--- config.mk ---
export PLATFORM = sky130hd
export DESIGN_NAME = mem_burst_controller
export DESIGN_NICKNAME = d
export VERILOG_FILES = /design/src/rtl/mem_burst_controller.sv
export SDC_FILE = /design/constraint.sdc
export NUM_CORES = 1
export LEC_CHECK = 0
export ABC_AREA = 1
export CORE_ASPECT_RATIO = 1.4
export CORE_UTILIZATION = 46
export CTS_CLUSTER_DIAMETER = 50
export DETAILED_ROUTE_END_ITERATION = 8
export PLACE_DENSITY = 0.8
export SLEW_MARGIN = 20
export SYNTH_ARGS = -nofsm -noshare
export SYNTH_HDL_FRONTEND = slang
export SYNTH_SLANG_ARGS = --single-unit
--- constraint.sdc ---
create_clock -name clk -period 1.4 [get_ports clk]
set_input_delay 0.21 -clock clk [delete_from_list [all_inputs] [get_ports clk]]
set_output_delay 0.21 -clock clk [all_outputs]
set_load 0.01 [all_outputs]
--- src/rtl/mem_burst_controller.sv ---
// ---------------------------------------------------------------------------
// mem_burst_controller
//
// Byte-serial command interpreter sitting between a UART-style RX/TX FIFO
// pair and a single-port word memory.  Packets arrive as a command byte,
// AB address bytes (MSB first) and then, depending on the command, a
// length byte and/or data bytes.  Supported commands:
//   0x30 single read   : echo one word on TX
//   0x31 single write  : NB data bytes, one memory word
//   0x32 burst read    : LEN byte, echo LEN+1 words
//   0x33 burst write   : LEN byte, LEN+1 words of data
// Any other command byte is dropped and latches the sticky error flag.
//
// Ports
//   clk           in   rising-edge clock
//   rst_n         in   asynchronous active-low reset
//   rx_fifo_empty in   RX FIFO holds no byte
//   rx_fifo_rd_en out  RX pop, din valid the following cycle
//   din           in   RX byte
//   tx_fifo_full  in   TX FIFO cannot accept a byte
//   tx_fifo_wr_en out  TX push, dout sampled in the same cycle
//   dout          out  TX byte
//   mem_en        out  memory access enable
//   mem_we        out  per-byte memory write enable
//   mem_addr      out  memory word address
//   mem_din       out  memory write data
//   mem_dout      in   memory read data, one cycle after a read access
//   state_leds    out  [3:0] state code, [4] burst active, [5] sticky error
// ---------------------------------------------------------------------------
module mem_burst_controller #(
    parameter int FIFO_WIDTH = 8,
    parameter int MEM_WIDTH  = 16,
    parameter int MEM_DEPTH  = 256,
    localparam int NB        = MEM_WIDTH / 8,
    localparam int AW        = $clog2(MEM_DEPTH)
) (
    input  logic                  clk,
    input  logic                  rst_n,
    input  logic                  rx_fifo_empty,
    output logic                  rx_fifo_rd_en,
    input  logic [FIFO_WIDTH-1:0] din,
    input  logic                  tx_fifo_full,
    output logic                  tx_fifo_wr_en,
    output logic [FIFO_WIDTH-1:0] dout,
    output logic                  mem_en,
    output logic [NB-1:0]         mem_we,
    output logic [AW-1:0]         mem_addr,
    output logic [MEM_WIDTH-1:0]  mem_din,
    input  logic [MEM_WIDTH-1:0]  mem_dout,
    output logic [5:0]            state_leds
);

    localparam int AB = (AW + 7) / 8;

    localparam logic [3:0] S_IDLE      = 4'd0;
    localparam logic [3:0] S_READ_CMD  = 4'd1;
    localparam logic [3:0] S_READ_ADDR = 4'd2;
    localparam logic [3:0] S_READ_LEN  = 4'd3;
    localparam logic [3:0] S_READ_DATA = 4'd4;
    localparam logic [3:0] S_WRITE_MEM = 4'd5;
    localparam logic [3:0] S_READ_MEM  = 4'd6;
    localparam logic [3:0] S_ECHO      = 4'd7;
    localparam logic [3:0] S_DISCARD   = 4'd8;

    logic [3:0]           r_state;
    logic                 r_rdPend;
    logic [1:0]           r_byteCnt;
    logic                 r_cmdBurst;
    logic                 r_cmdWrite;
    logic [AW-1:0]        r_addr;
    logic [8:0]           r_count;
    logic [MEM_WIDTH-1:0] r_data;
    logic                 r_memPhase;
    logic                 r_burst;
    logic                 r_err;

    logic                 w_collect;
    logic                 w_rdEn;
    logic                 w_cmdLegal;
    logic                 w_lastWord;
    logic [3:0]           w_nextWordState;
    logic [AW-1:0]        w_addrNext;
    logic [MEM_WIDTH-1:0] w_dataNext;

    // Byte fetch handshake: a pop is issued only when no fetch is in flight,
    // and the popped byte is consumed in the cycle after (r_rdPend high).
    assign w_collect = (r_state == S_READ_CMD)  || (r_state == S_READ_ADDR) ||
                       (r_state == S_READ_LEN)  || (r_state == S_READ_DATA);
    assign w_rdEn    = w_collect && !r_rdPend && !rx_fifo_empty;

    assign w_cmdLegal = (din >= 8'h30) && (din <= 8'h33);

    // Shifting through the truncating cast keeps only the low AW bits, which
    // is exactly the "ignore address bits beyond AW" behaviour.
    assign w_addrNext = AW'({r_addr, din});
    assign w_dataNext = MEM_WIDTH'({r_data, din});

    assign w_lastWord      = (r_count == 9'd1);
    assign w_nextWordState = w_lastWord ? S_IDLE :
                             (r_cmdWrite ? S_READ_DATA : S_READ_MEM);

    // Main sequencer: parses the packet, runs the memory accesses and
    // steps address/count after every completed word.
    always_ff @(posedge clk or negedge rst_n) begin
        if (!rst_n) begin
            r_state    <= S_IDLE;
            r_rdPend   <= 1'b0;
            r_byteCnt  <= '0;
            r_cmdBurst <= 1'b0;
            r_cmdWrite <= 1'b0;
            r_addr     <= '0;
            r_count    <= '0;
            r_data     <= '0;
            r_memPhase <= 1'b0;
            r_burst    <= 1'b0;
            r_err      <= 1'b0;
        end else begin
            if (w_rdEn) begin
                r_rdPend <= 1'b1;
            end
            case (r_state)
                S_IDLE: begin
                    if (!rx_fifo_empty) begin
                        r_state <= S_READ_CMD;
                    end
                end
                S_READ_CMD: begin
                    if (r_rdPend) begin
                        r_rdPend   <= 1'b0;
                        r_byteCnt  <= '0;
                        r_cmdBurst <= din[1];
                        r_cmdWrite <= din[0];
                        if (w_cmdLegal) begin
                            r_state <= S_READ_ADDR;
                        end else begin
                            r_err   <= 1'b1;
                            r_state <= S_DISCARD;
                        end
                    end
                end
                S_READ_ADDR: begin
                    if (r_rdPend) begin
                        r_rdPend <= 1'b0;
                        r_addr   <= w_addrNext;
                        if (r_byteCnt == 2'(AB - 1)) begin
                            r_byteCnt <= '0;
                            r_count   <= 9'd1;
                            if (r_cmdBurst) begin
                                r_state <= S_READ_LEN;
                            end else if (r_cmdWrite) begin
                                r_state <= S_READ_DATA;
                            end else begin
                                r_state <= S_READ_MEM;
                            end
                        end else begin
                            r_byteCnt <= r_byteCnt + 2'd1;
                        end
                    end
                end
                S_READ_LEN: begin
                    if (r_rdPend) begin
                        r_rdPend <= 1'b0;
                        r_count  <= 9'(din) + 9'd1;
                        r_burst  <= 1'b1;
                        r_state  <= r_cmdWrite ? S_READ_DATA : S_READ_MEM;
                    end
                end
                S_READ_DATA: begin
                    if (r_rdPend) begin
                        r_rdPend <= 1'b0;
                        r_data   <= w_dataNext;
                        if (r_byteCnt == 2'(NB - 1)) begin
                            r_byteCnt <= '0;
                            r_state   <= S_WRITE_MEM;
                        end else begin
                            r_byteCnt <= r_byteCnt + 2'd1;
                        end
                    end
                end
                S_WRITE_MEM: begin
                    r_count <= r_count - 9'd1;
                    r_addr  <= r_addr + 1'b1;
                    r_state <= w_nextWordState;
                    if (w_lastWord) begin
                        r_burst <= 1'b0;
                    end
                end
                S_READ_MEM: begin
                    // Phase 0 issues the access, phase 1 picks up the data.
                    if (!r_memPhase) begin
                        r_memPhase <= 1'b1;
                    end else begin
                        r_memPhase <= 1'b0;
                        r_data     <= mem_dout;
                        r_byteCnt  <= '0;
                        r_state    <= S_ECHO;
                    end
                end
                S_ECHO: begin
                    // While TX is full nothing moves, so no byte is lost or repeated.
                    if (!tx_fifo_full) begin
                        r_data <= r_data << FIFO_WIDTH;
                        if (r_byteCnt == 2'(NB - 1)) begin
                            r_byteCnt <= '0;
                            r_count   <= r_count - 9'd1;
                            r_addr    <= r_addr + 1'b1;
                            r_state   <= w_nextWordState;
                            if (w_lastWord) begin
                                r_burst <= 1'b0;
                            end
                        end else begin
                            r_byteCnt <= r_byteCnt + 2'd1;
                        end
                    end
                end
                S_DISCARD: begin
                    r_state <= S_IDLE;
                end
                default: begin
                    r_state <= S_IDLE;
                end
            endcase
        end
    end

    assign rx_fifo_rd_en = w_rdEn;
    assign tx_fifo_wr_en = (r_state == S_ECHO) && !tx_fifo_full;
    assign dout          = r_data[MEM_WIDTH-1 -: FIFO_WIDTH];
    assign mem_en        = (r_state == S_WRITE_MEM) ||
                           ((r_state == S_READ_MEM) && !r_memPhase);
    assign mem_we        = (r_state == S_WRITE_MEM) ? {NB{1'b1}} : {NB{1'b0}};
    assign mem_addr      = r_addr;
    assign mem_din       = r_data;
    assign state_leds    = {r_err, r_burst, r_state};

endmodule

* Word-level counts from Yosys, hierarchy flattened
Cells that the tools add are included.
** Operators by class
- Reduce and logical (&&, ||, !) cells :: 29
- Order comparisons :: 2
- Div/mod/pow operators :: 0
- $add $sub $neg :: 4
- Bitwise operators :: 1
- Muxes and demuxes :: 47
- $mul :: 0
- Equal/unequal tests :: 19
- Shifts and indexed selects :: 0
** Operators with widths (number)
- $mux W16 :: 3
- $mux W4 :: 12
- $pmux W16 S3 :: 1
- $mux W9 :: 5
- $pmux W9 S4 :: 1
- $pmux W4 S8 :: 1
- $mux W8 :: 3
- $pmux W8 S3 :: 1
- $mux W2 :: 9
- $eq A4 B3 Y1 const B :: 4
- $ne A2 B2 Y1 const B :: 8
- $reduce_and A4 Y1 :: 3
- $reduce_and A6 Y1 :: 2
- $pmux W2 S5 :: 1
- $reduce_and A10 Y1 :: 1
- $add A8 B1 Y9 const B :: 1
- $eq A9 B1 Y1 const B :: 1
- $reduce_bool A3 Y1 :: 3
- $sub A9 B1 Y9 const B :: 1
- $add A8 B1 Y8 const B :: 1
- $eq A4 B2 Y1 const B :: 2
- $ge A8 B6 Y1 const B :: 1
- $le A8 B6 Y1 const B :: 1
- $mux W1 :: 8
- other kinds (17) :: 28
** Word-level totals
- Memory bits (read-only) :: 0
- Output and inout bits :: 43
- Flip-flop bits (word level) :: 45
- Latch bits :: 0
- Memory bits (writable) :: 0
- Input bits :: 28
- Memories :: 0
- Word-level logic and storage cells :: 113

* Logic depth before layout (Yosys ltp)
- Depth in word-level cells :: 9
- Mapped depth :: 11
- Mapped depth without buffers :: 11

* Least setup slack after synthesis
Ideal clock, no wire load.
- Kind :: register to output
- Start :: reg r_state[2]
- End :: out mem_we[1]
- Cell stages (with the launch flop) :: 7
- Path buffers :: 2
- Data arrival time :: 1407 ps
- Slack :: -217 ps
- Cell sequence :: dfrtp_1 -> inv_1 -> nor2_4 -> nand2_4 -> clkbuf_1 -> nor2_1 -> buf_4
** On the way
- Cells in the longest elaborated chain, start to end :: 2
** Ends and longest elaborated chain
- from (decl) :: line 65 : logic [3:0] r_state;
- from (signal assigned) :: line 165 : r_state <= r_cmdWrite ? S_READ_DATA : S_READ_MEM;
- from (signal assigned) :: line 183 : r_state <= w_nextWordState;
- from (signal assigned) :: line 207 : r_state <= w_nextWordState;
- $eq A4 B3 Y1 :: line 231 : assign mem_we = (r_state == S_WRITE_MEM) ? {NB{1'b1}} : {NB{1'b0}};
- $mux W2 :: line 231
- to (decl) :: line 46 : output logic [NB-1:0] mem_we,
No other way between the ends.

* Worst setup path in the final report
- Start :: reg r_state[1]
- End :: out rx_fifo_rd_en
** On the way
- Cells in the longest elaborated chain, start to end :: 6
** Ends and longest elaborated chain
- $eq A4 B1 Y1 / $eq A4 B2 Y1 (equally long branches) :: line 87 : assign w_collect = (r_state == S_READ_CMD) || (r_state == S_READ_ADDR) ||
- $logic_or A1 B1 Y1 (2 in series) :: line 87
- $logic_or A1 B1 Y1 (*) :: line 88 : (r_state == S_READ_LEN) || (r_state == S_READ_DATA);
- $logic_and A1 B1 Y1 (*) (2 in series) :: line 89 : assign w_rdEn = w_collect && !r_rdPend && !rx_fifo_empty;
- to (decl) :: line 40 : output logic rx_fifo_rd_en,
Mark *: on every way between the ends. The rest lies on a longest branch, timed or not.

==> flow_summary.ini <==
[status]
violations = negative setup slack
outcome = complete, but fails checks

[route]
drt_iter0_markers = 230
ant_nets = 0
dr.pass1.iters = 4
drc = 0
vias = 3531
wl_per_cell_um = 14.5
vias_per_cell = 5.23
drt_wl_total_um = 9790

[place]
gp_congestion = 0.922
placed_area_mm2 = 0.00425
io_buffers = 70
placed_cells = 646
hpwl_um = 6790

[synthesis]
async_flop_share_pct = 100
syn_area_mm2 = 0.00314
synth_top_area_share_pct = 35.9
synthFlopType = dfrtp_1
synth_seq_cells = 45
synthCells = 466
synthesis.nets = 502
synthTopCellsByCount = nand2_1 (153), inv_1 (53), nand3_1 (46)
synth-seq-area-share_pct = 35.9
ys_warn_count = 0
synth.distinct_cells = 29
synth_edf_count = 0
synth_largest_area_cell = dfrtp_1
netlist_top_cells_area = dfrtp_1 (36%), nand2_1 (18%), nand3_1 (7.3%)
avgSynthCellArea_um2 = 6.73
yosysMostFrequentCell = nand2_1

[die]
die_y_um = 99.7
dieWidth_um = 71.8
start_util_pct = 47.8
num_rows = 35
die_area_mm2 = 0.00716
ios = 71
core_mm2 = 0.00657

[sta]
worst_pin_slew_ns = 0.317
hold_viol_final = 0
timing.hold.ws_ns = 0.411
rsz0062_at_grt = true
maxSlewHeadroom_pct = 78.8
setup_viol = 48
skew_ns = 0.00813
setup_ws_ns = -0.356
drv_slew = 0
min_period_ns = 1.76
max_freq_mhz = 569
timing.final.crit_share_pct = 125

[grt]
grt.total_usage_pct = 27.9
grt_max_degree = 46
grt_overflow = 0
grt_pass1_wl_um = 15800
antenna_found_initial = 0
grt_pass1_vias = 3419

[power_and_ir_drop]
max-vdd-ir-drop_mv = 1.29
power_leakage_nw = 2.46
power_density_mw_per_mm2 = 1990

[clocking]
clock_path_buffers = 2
h-tree-depth = 2
cts_tree = done
numCtsBuffers = 5
clk_pin_slew_worst_paths_ns = 0.09
clock-root-buffer = clkbuf_8
clk-insertion-delay-late_ns = 0.30
cts_sinks = 45

[critical_path]
cp_max_fo = 6
arrival_ns = 1.55
cp-end-kind = output pin
start_kind = flip-flop
worst-setup-path-type = flip-flop to output pin
regToRegEndpoint = r_count[5]$_DFFE_PN0P_
r2r_start = r_state[3]$_DFFE_PN0P_
crit_required_ns = 1.19
rrSetupSlack_ns = -0.31
r2r_cells = 12

[hold_path]
min_path_type = input pin to async pin

[final_layout]
drive_gt1_share_pct = 27.0
fin_nets = 637
fin_cells = 675
n_antenna_cell = 0
final_area_mm2 = 0.00475
area_growth_pct = 51.5
utilization_pct = 72.4

[job]
maxCapViolations = 0
## sequential cells by signal, indices dropped and copies added, names as in the netlist
register	cells
mem_addr	8
mem_din	16
r_burst	1
r_byteCnt	2
r_cmdBurst	1
r_cmdWrite	1
r_count	9
r_err	1
r_memPhase	1
r_rdPend	1
r_state	4
## power breakdown
| part | internal (mW) | total [mW] | switching [mW] |
|---|---|---|---|
| Sequential | 1.89 | 2.37 | 0.486 |
| Clock | 0.520 | 0.968 | 0.448 |
| Combinational | 2.71 | 6.11 | 3.40 |
| Total | 5.11 | 9.45 | 4.33 |
## routing by layer
metal | routed length, um | up-vias | GRT usage, %
met5 | 0 | - | 0
met4 | 182 | 0 | 9.50
met3 | 498 | 16 | 4.66
met2 | 5200 | 110 | 50.8
met1 | 3910 | 1661 | 32.6
li1 | - | 1744 | -
## kinds of logic after synthesis
logic type,share of synthesized area (%)
fa+ha+maj,3.19
simple gates,37.4
compound gates,10.4
buf+inv,12.6
xor+xnor,0.558
flops,35.9
## layout by cell type, fill, tap and decap left out, types with 6 or more instances in the layout
cell type	netlist	layout
nor2_1	42	34
nand3_1	46	42
dlygate4sd2_1	0	34
clkdlybuf4s50_1	0	26
buf_2	1	6
nand2_8	0	7
ha_1	8	8
a21oi_1	13	12
nand4_1	7	7
dfrtp_1	45	40
inv_1	53	48
nand2_1	153	137
o21ai_1	9	12
nor2_4	3	9
o21ai_0	32	28
buf_6	5	18
buf_4	14	57
nand2_2	5	16
## final cells by class
class                           instances  area, um2
Multi-Input combinational cell        344       1890
Fill cell                             526       1810
Timing Repair Buffer                  146       1290
Sequential cell                        45       1130
Inverter                               59        244
Tap cell                               74       92.6
Clock buffer                            5       68.8
Clock inverter                          2       35.0
## how the worst max path moves through the flow
| stage | start | endpoint | slack, ns | cells past startpoint |
|---|---|---|---|---|
| final | r_state[1]$_DFFE_PN0P_ | rx_fifo_rd_en | -0.36 | 7 |
| after global routing | r_state[3]$_DFFE_PN0P_ | rx_fifo_rd_en | -0.45 | 7 |
| after CTS | r_state[3]$_DFFE_PN0P_ | rx_fifo_rd_en | -0.30 | 7 |
| after detailed placement | r_state[1]$_DFFE_PN0P_ | rx_fifo_rd_en | -0.36 | 7 |
| after global placement | r_state[1]$_DFFE_PN0P_ | rx_fifo_rd_en | -0.29 | 7 |
| after floorplan | r_state[2]$_DFFE_PN0P_ | r_count[0]$_DFFE_PN0P_ | -0.07 | 10 |
## what timing repair did
item,4_1_cts,5_1_grt
hold buffers,1,0
setup buffers,14,4
resized for setup,120,34
pin swaps,13,6
cloned,4,0
endpoints found under the hold margin,45,0
setup endpoints to repair,85,50
## worst max-delay path: stages, from the launching register on
cell and delay, ns:
dfrtp_2 0.47, inv_4 0.07, nor2_4 0.17, nand2_2 0.08, nand4_1 0.13, nand2_1 0.11, nor2_2 0.08, buf_2 0.13
## per-stage QoR
step                total power, mW  setup WS (ns)  setup TNS, ns
finish                         9.45         -0.356         -10.82
global route                   10.2         -0.454         -14.38
CTS                            9.01         -0.302          -8.11
detailed placement             7.81         -0.360         -11.38
global placement               7.62         -0.289          -8.45
floorplan                      5.61        -0.0655          -1.42
Note: power is estimated with default switching activity, not from simulation.
